<file path="config.mk">
export PLATFORM = sky130hd
export DESIGN_NAME = cache_control
export DESIGN_NICKNAME = d
export VERILOG_FILES = /design/src/rtl/cache_control.sv
export SDC_FILE = /design/constraint.sdc
export NUM_CORES = 1
export LEC_CHECK = 0
export CORE_MARGIN = 1.5
export CORE_UTILIZATION = 37
export DETAILED_ROUTE_END_ITERATION = 16
export HOLD_SLACK_MARGIN = 0.02
export PLACE_DENSITY_LB_ADDON = 0.3
export SLEW_MARGIN = 20
export SYNTH_ARGS = -nofsm -noshare
export SYNTH_HDL_FRONTEND = slang
export SYNTH_SLANG_ARGS = --single-unit
</file>
<file path="constraint.sdc">
create_clock -name clk -period 5 [get_ports clk]
set_clock_uncertainty 0.05 [all_clocks]
set_input_delay 1 -clock clk [delete_from_list [all_inputs] [get_ports clk]]
set_output_delay 1 -clock clk [all_outputs]
set_load 0.01 [all_outputs]
</file>
<file path="src/rtl/cache_control.sv">
// Control sequencer for the 2-way, 8-set write-back cache datapath.
// Mealy outputs are decoded from the registered state and the live datapath status.
module cache_control #(
    parameter int unsigned CNT_WIDTH = 16
) (
    input  logic                 clk,
    input  logic                 rst,
    input  logic                 mem_read,
    input  logic                 mem_write,
    output logic                 mem_resp,
    output logic                 pmem_read,
    output logic                 pmem_write,
    input  logic                 pmem_resp,
    input  logic                 hit0,
    input  logic                 hit1,
    input  logic                 dirty_bit,
    input  logic                 valid_bit,
    input  logic                 lru_out,
    output logic                 lru_load,
    output logic                 read_array,
    output logic                 write_array,
    output logic                 data_select,
    output logic                 dirty_select,
    output logic                 pmem_select,
    output logic [1:0]           write0_select,
    output logic [1:0]           write1_select,
    output logic                 valid_load0,
    output logic                 valid_load1,
    output logic                 tag_load0,
    output logic                 tag_load1,
    output logic                 dirty_load0,
    output logic                 dirty_load1,
    output logic [CNT_WIDTH-1:0] hit_count,
    output logic [CNT_WIDTH-1:0] miss_count
);

    typedef enum logic [1:0] {
        IDLE,
        CHECK,
        WRITEBACK,
        ALLOCATE
    } state_e;

    localparam logic [1:0] SEL_NONE = 2'b00;
    localparam logic [1:0] SEL_CPU  = 2'b01;
    localparam logic [1:0] SEL_LINE = 2'b10;

    state_e               state_q, state_d;
    logic                 refill_q, refill_d;
    logic [CNT_WIDTH-1:0] hit_cnt_q, hit_cnt_d;
    logic [CNT_WIDTH-1:0] miss_cnt_q, miss_cnt_d;

    always_ff @(posedge clk or posedge rst) begin
        if (rst) begin
            state_q    <= IDLE;
            refill_q   <= 1'b0;
            hit_cnt_q  <= '0;
            miss_cnt_q <= '0;
        end else begin
            state_q    <= state_d;
            refill_q   <= refill_d;
            hit_cnt_q  <= hit_cnt_d;
            miss_cnt_q <= miss_cnt_d;
        end
    end

    always_comb begin
        state_d       = state_q;
        refill_d      = refill_q;
        hit_cnt_d     = hit_cnt_q;
        miss_cnt_d    = miss_cnt_q;
        mem_resp      = 1'b0;
        pmem_read     = 1'b0;
        pmem_write    = 1'b0;
        lru_load      = 1'b0;
        read_array    = 1'b0;
        write_array   = 1'b0;
        data_select   = 1'b0;
        dirty_select  = 1'b0;
        pmem_select   = 1'b0;
        write0_select = SEL_NONE;
        write1_select = SEL_NONE;
        valid_load0   = 1'b0;
        valid_load1   = 1'b0;
        tag_load0     = 1'b0;
        tag_load1     = 1'b0;
        dirty_load0   = 1'b0;
        dirty_load1   = 1'b0;

        unique case (state_q)
            IDLE: begin
                refill_d = 1'b0;
                if (mem_read || mem_write) begin
                    state_d = CHECK;
                end
            end

            CHECK: begin
                read_array  = mem_read;
                write_array = mem_write;
                if (hit0 || hit1) begin
                    mem_resp  = 1'b1;
                    lru_load  = 1'b1;
                    hit_cnt_d = hit_cnt_q + CNT_WIDTH'(1);
                    state_d   = IDLE;
                    // A combined read+write request takes this write path.
                    if (mem_write) begin
                        dirty_select = 1'b1;
                        if (hit0) begin
                            write0_select = SEL_CPU;
                            dirty_load0   = 1'b1;
                        end else begin
                            write1_select = SEL_CPU;
                            dirty_load1   = 1'b1;
                        end
                    end
                end else begin
                    // The re-check after a refill must not count the same request twice.
                    if (!refill_q) begin
                        miss_cnt_d = miss_cnt_q + CNT_WIDTH'(1);
                    end
                    state_d = (valid_bit && dirty_bit) ? WRITEBACK : ALLOCATE;
                end
            end

            WRITEBACK: begin
                read_array  = mem_read;
                write_array = mem_write;
                pmem_write  = 1'b1;
                if (pmem_resp) begin
                    state_d = ALLOCATE;
                end
            end

            ALLOCATE: begin
                read_array  = mem_read;
                write_array = mem_write;
                pmem_read   = 1'b1;
                pmem_select = 1'b1;
                data_select = 1'b1;
                if (pmem_resp) begin
                    if (lru_out) begin
                        write1_select = SEL_LINE;
                        valid_load1   = 1'b1;
                        tag_load1     = 1'b1;
                        dirty_load1   = 1'b1;
                    end else begin
                        write0_select = SEL_LINE;
                        valid_load0   = 1'b1;
                        tag_load0     = 1'b1;
                        dirty_load0   = 1'b1;
                    end
                    refill_d = 1'b1;
                    state_d  = CHECK;
                end
            end

            default: state_d = IDLE;
        endcase
    end

    assign hit_count  = hit_cnt_q;
    assign miss_count = miss_cnt_q;

endmodule

</file>
==> summary.txt <==
Synth
  • Dominant cells by area after synthesis: dfrtp_1 (50%), xnor2_1 (11%), ha_1 (5.0%), nand2_1 (4.9%), xor2_1 (3.5%)
  • Area of the mapped netlist: 1760 sq um
  • Seq/Total Area, Yosys: 49.8%
  • Syn Nets: about 190
  • Synth Area in XOR/XNOR: 14.9%
  • Mean Syn Cell Area: 10.5 sq um
  • Yosys top cell by area: dfrtp_1
  • Most common cell in the netlist: dfrtp_1
  • Async set-reset flop share out of synthesis: 100%
  • Yosys top cell area share: between 40% and 50%
  • Synth Area in Adders: 4.98%
  • Post-Synth Simple-Gate Area: 24.0%
  • Compound-Gate Fraction of Synth Area: between 2 and 3%
  • FF+latch count, synth: 35
  • Number of synthesized flops with an enable pin: 0
  • Ys flop type: dfrtp_1
  • Synth warn: 0
  • Post-Syn Instances: 168
  • Main combinational cell family by area after synthesis: simple AND/OR/NAND/NOR gates
  • Number of library cell types mapped by synthesis: 28
  • Multiplexer area fraction after synthesis: 0%
  • Post-synth top cells: dfrtp_1 (35), nand2_1 (23), xnor2_1 (23)

Floorplanning
  • Die height: between 70 and 80 um
  • Full die area: roughly 5200 sq um
  • Starting Density: 39.3%
  • Core Region: 4470 sq um
  • Die Wd: 72.0 um
  • I/O pin count: 61
  • Row cnt: 24

Final layout
  • N_diodes: 0
  • Fin nets: 246
  • Fillers: 396
  • Finished Core Util: 56.0%
  • Layout area overhead: 42.3%
  • Layout cell share with drive strength beyond 1: under 10%

Critical path
  • Critical path class: input port to output port
  • Worst Path Required: 3950 ps
  • CP Data Arrival Time: between 2000 and 3000 ps
  • CP Capture Type: output port
  • CP Max Fanout: 7
  • Critical Path Start Type: input port

Timing
  • Setup tns final: 0 ps
  • Minimum clock period: 3600 ps
  • Slew margin rel.: 66.4%
  • Maximum clock frequency: between 200 and 300 MHz
  • Hold_ws: 425 ps
  • Setup violators final: 0
  • Final Hold Fails: 0
  • Worst slew pin tran: roughly 500 ps
  • Final Cycle Share: 72.0%
  • Pins Over Slew Limit: 0
  • RSZ-0062 raised after global routing: no
  • PnR worst setup slack: 1400 ps

Detailed routing
  • Initial DRC count: 53
  • WL/cell: 12.6 um
  • DRC viols: 0
  • Remaining antenna violation count: 0
  • 1st-pass router iterations: 4
  • Via/cell ratio: 4.93
  • Routed WL: 3540 um
  • Vias: 1,389

Hold path
  • Worst hold path type: register to register

Pwr
  • Pwr Density: 418 nW/um^2
  • Pleak: 0.00111 uW
  • Comb pwr share: about 38%
  • Net Sw Frac: 32.5%
  • Worst IR Drop VDD: 0.268 mV
  • Clock power frac: 24.5%
  • Internal Pwr Total: 707 uW
  • Sequential share of power: 38.0%
  • NetSw: 340 uW

Global route
  • Largest net degree at the start of global routing: 36
  • Grt met2 use: 22.1%
  • Gr busiest metal: met2
  • Total GRT Usage: between 10% and 20%
  • Antenna violations before repair: 0
  • Vias in the first global route: 1,337
  • GRT met3 Usage: 4.72%
  • First-pass GRT wire length: around 6000 um
  • GRT overflow: 0
  • Met1 usage: 20.1%

Clock network
  • Latest clock arrival within the worst-skew pair: 280 ps
  • # Post-CTS Setup Buffers: 0
  • Clk buf depth: 2
  • # clock sinks: 35
  • Clock transition at path regs: 70 ps
  • H-tree lvl count: 2
  • Hold buffers post-CTS: 0
  • PostCTS Resize Cnt: 0
  • Root Buffer: clkbuf_8
  • Number of buffers created by CTS: 5
  • CTS tree: yes

Placement
  • Pre-CTS setup slack: between 1000 and 1500 ps
  • PortBufs: 60
  • Routability cong.: 0.789
  • Post-DP HPWL: 2650 um

Job
  • Maxcap violations: 0

Run status
  • Status: completed
==> cell usage in the layout (no fill, tap or decap) <==
cell / instances
nor2b_1: 2
and4_1: 4
nand4b_1: 1
and3_1: 6
xor2_1: 7
xnor2_1: 23
nor2_1: 15
clkinv_2: 1
o21ai_0: 1
a21oi_1: 2
clkbuf_8: 6
dfrtp_1: 35
or2_1: 1
nor4_4: 2
or4b_1: 1
nand2_1: 23
clkdlybuf4s50_1: 60
a22o_1: 1
ha_1: 7
nand3_1: 11
nand4_1: 7
or2_2: 1
nor3_1: 1
o21ai_1: 1
inv_1: 5
nor4b_1: 2
buf_4: 1
bufinv_16: 1
a31o_2: 1
o32ai_1: 1
==> routing by layer <==
layer	share of wire, %	up-vias
li1	-	686
met1	48	654
met2	45	45
met3	6.0	4
met4	0.65	0
met5	0	-
==> per-stage QoR <==
stage | cell area (sq um) | std cells | power, uW
after global routing | 2500 | 282 | 1120
after detailed placement | 2390 | 274 | 797
after global placement | 2390 | 274 | 797
after CTS | 2500 | 282 | 1060
after floorplan | 1760 | 168 | 613
final | 2500 | 282 | 1050
==> critical path: stages <==
cell,delay (ps)
clkdlybuf4s50_1,570
nand4b_1,150
nor2_1,70
or2_2,290
clkdlybuf4s50_1,470
==> final cells by class <==
type / instances / area (sq um) / area share, %
repair buffers: 61 / 608 / 24.3
inverters: 5 / 18.8 / 0.749
flip-flops and latches: 35 / 876 / 35.0
well taps: 52 / 65.1 / 2.60
clock inverters: 2 / 35.0 / 1.40
clock buffers: 6 / 82.6 / 3.30
multi-input cells: 121 / 820 / 32.7
==> power by group through the flow <==
stage | logic (uW) | registers [uW] | clock network, uW
2_1_floorplan | 206 | 407 | 0
3_3_place_gp | 394 | 403 | 0
3_5_place_dp | 393 | 404 | 0
4_1_cts | 397 | 399 | 265
5_1_grt | 436 | 407 | 278
6_report | 392 | 398 | 257
==> path summary, 6_finish.rpt <==
check,from,endpoint,slack (ps),cells past startpoint
max reg2reg,state_q[1],miss_count[13],2740,6
max in group asynchronous,rst,miss_count[3],3520,3
max,hit0,dirty_load1,1400,5
min in group asynchronous,rst,hit_count[1],1060,3
min,miss_count[15],miss_count[15],420,1
min reg2reg,miss_count[15],miss_count[15],420,1
==> logic make-up (layout without fill, tap and decap cells) <==
kind of cell,after synthesis,after routing
and+or+nand+nor,77,77
DFF,35,35
xor gates and xnor gates,30,30
buffers and inverters,12,74
adders and majority gates,7,7
AOI/OAI and AO/OA,7,7
==> state kept, by name, summed over array words and instances (netlist names) <==
name        flops
refill_q        1
miss_count     16
hit_count      16
state_q         2
No activity file was read; power rests on OpenSTA's default activity.
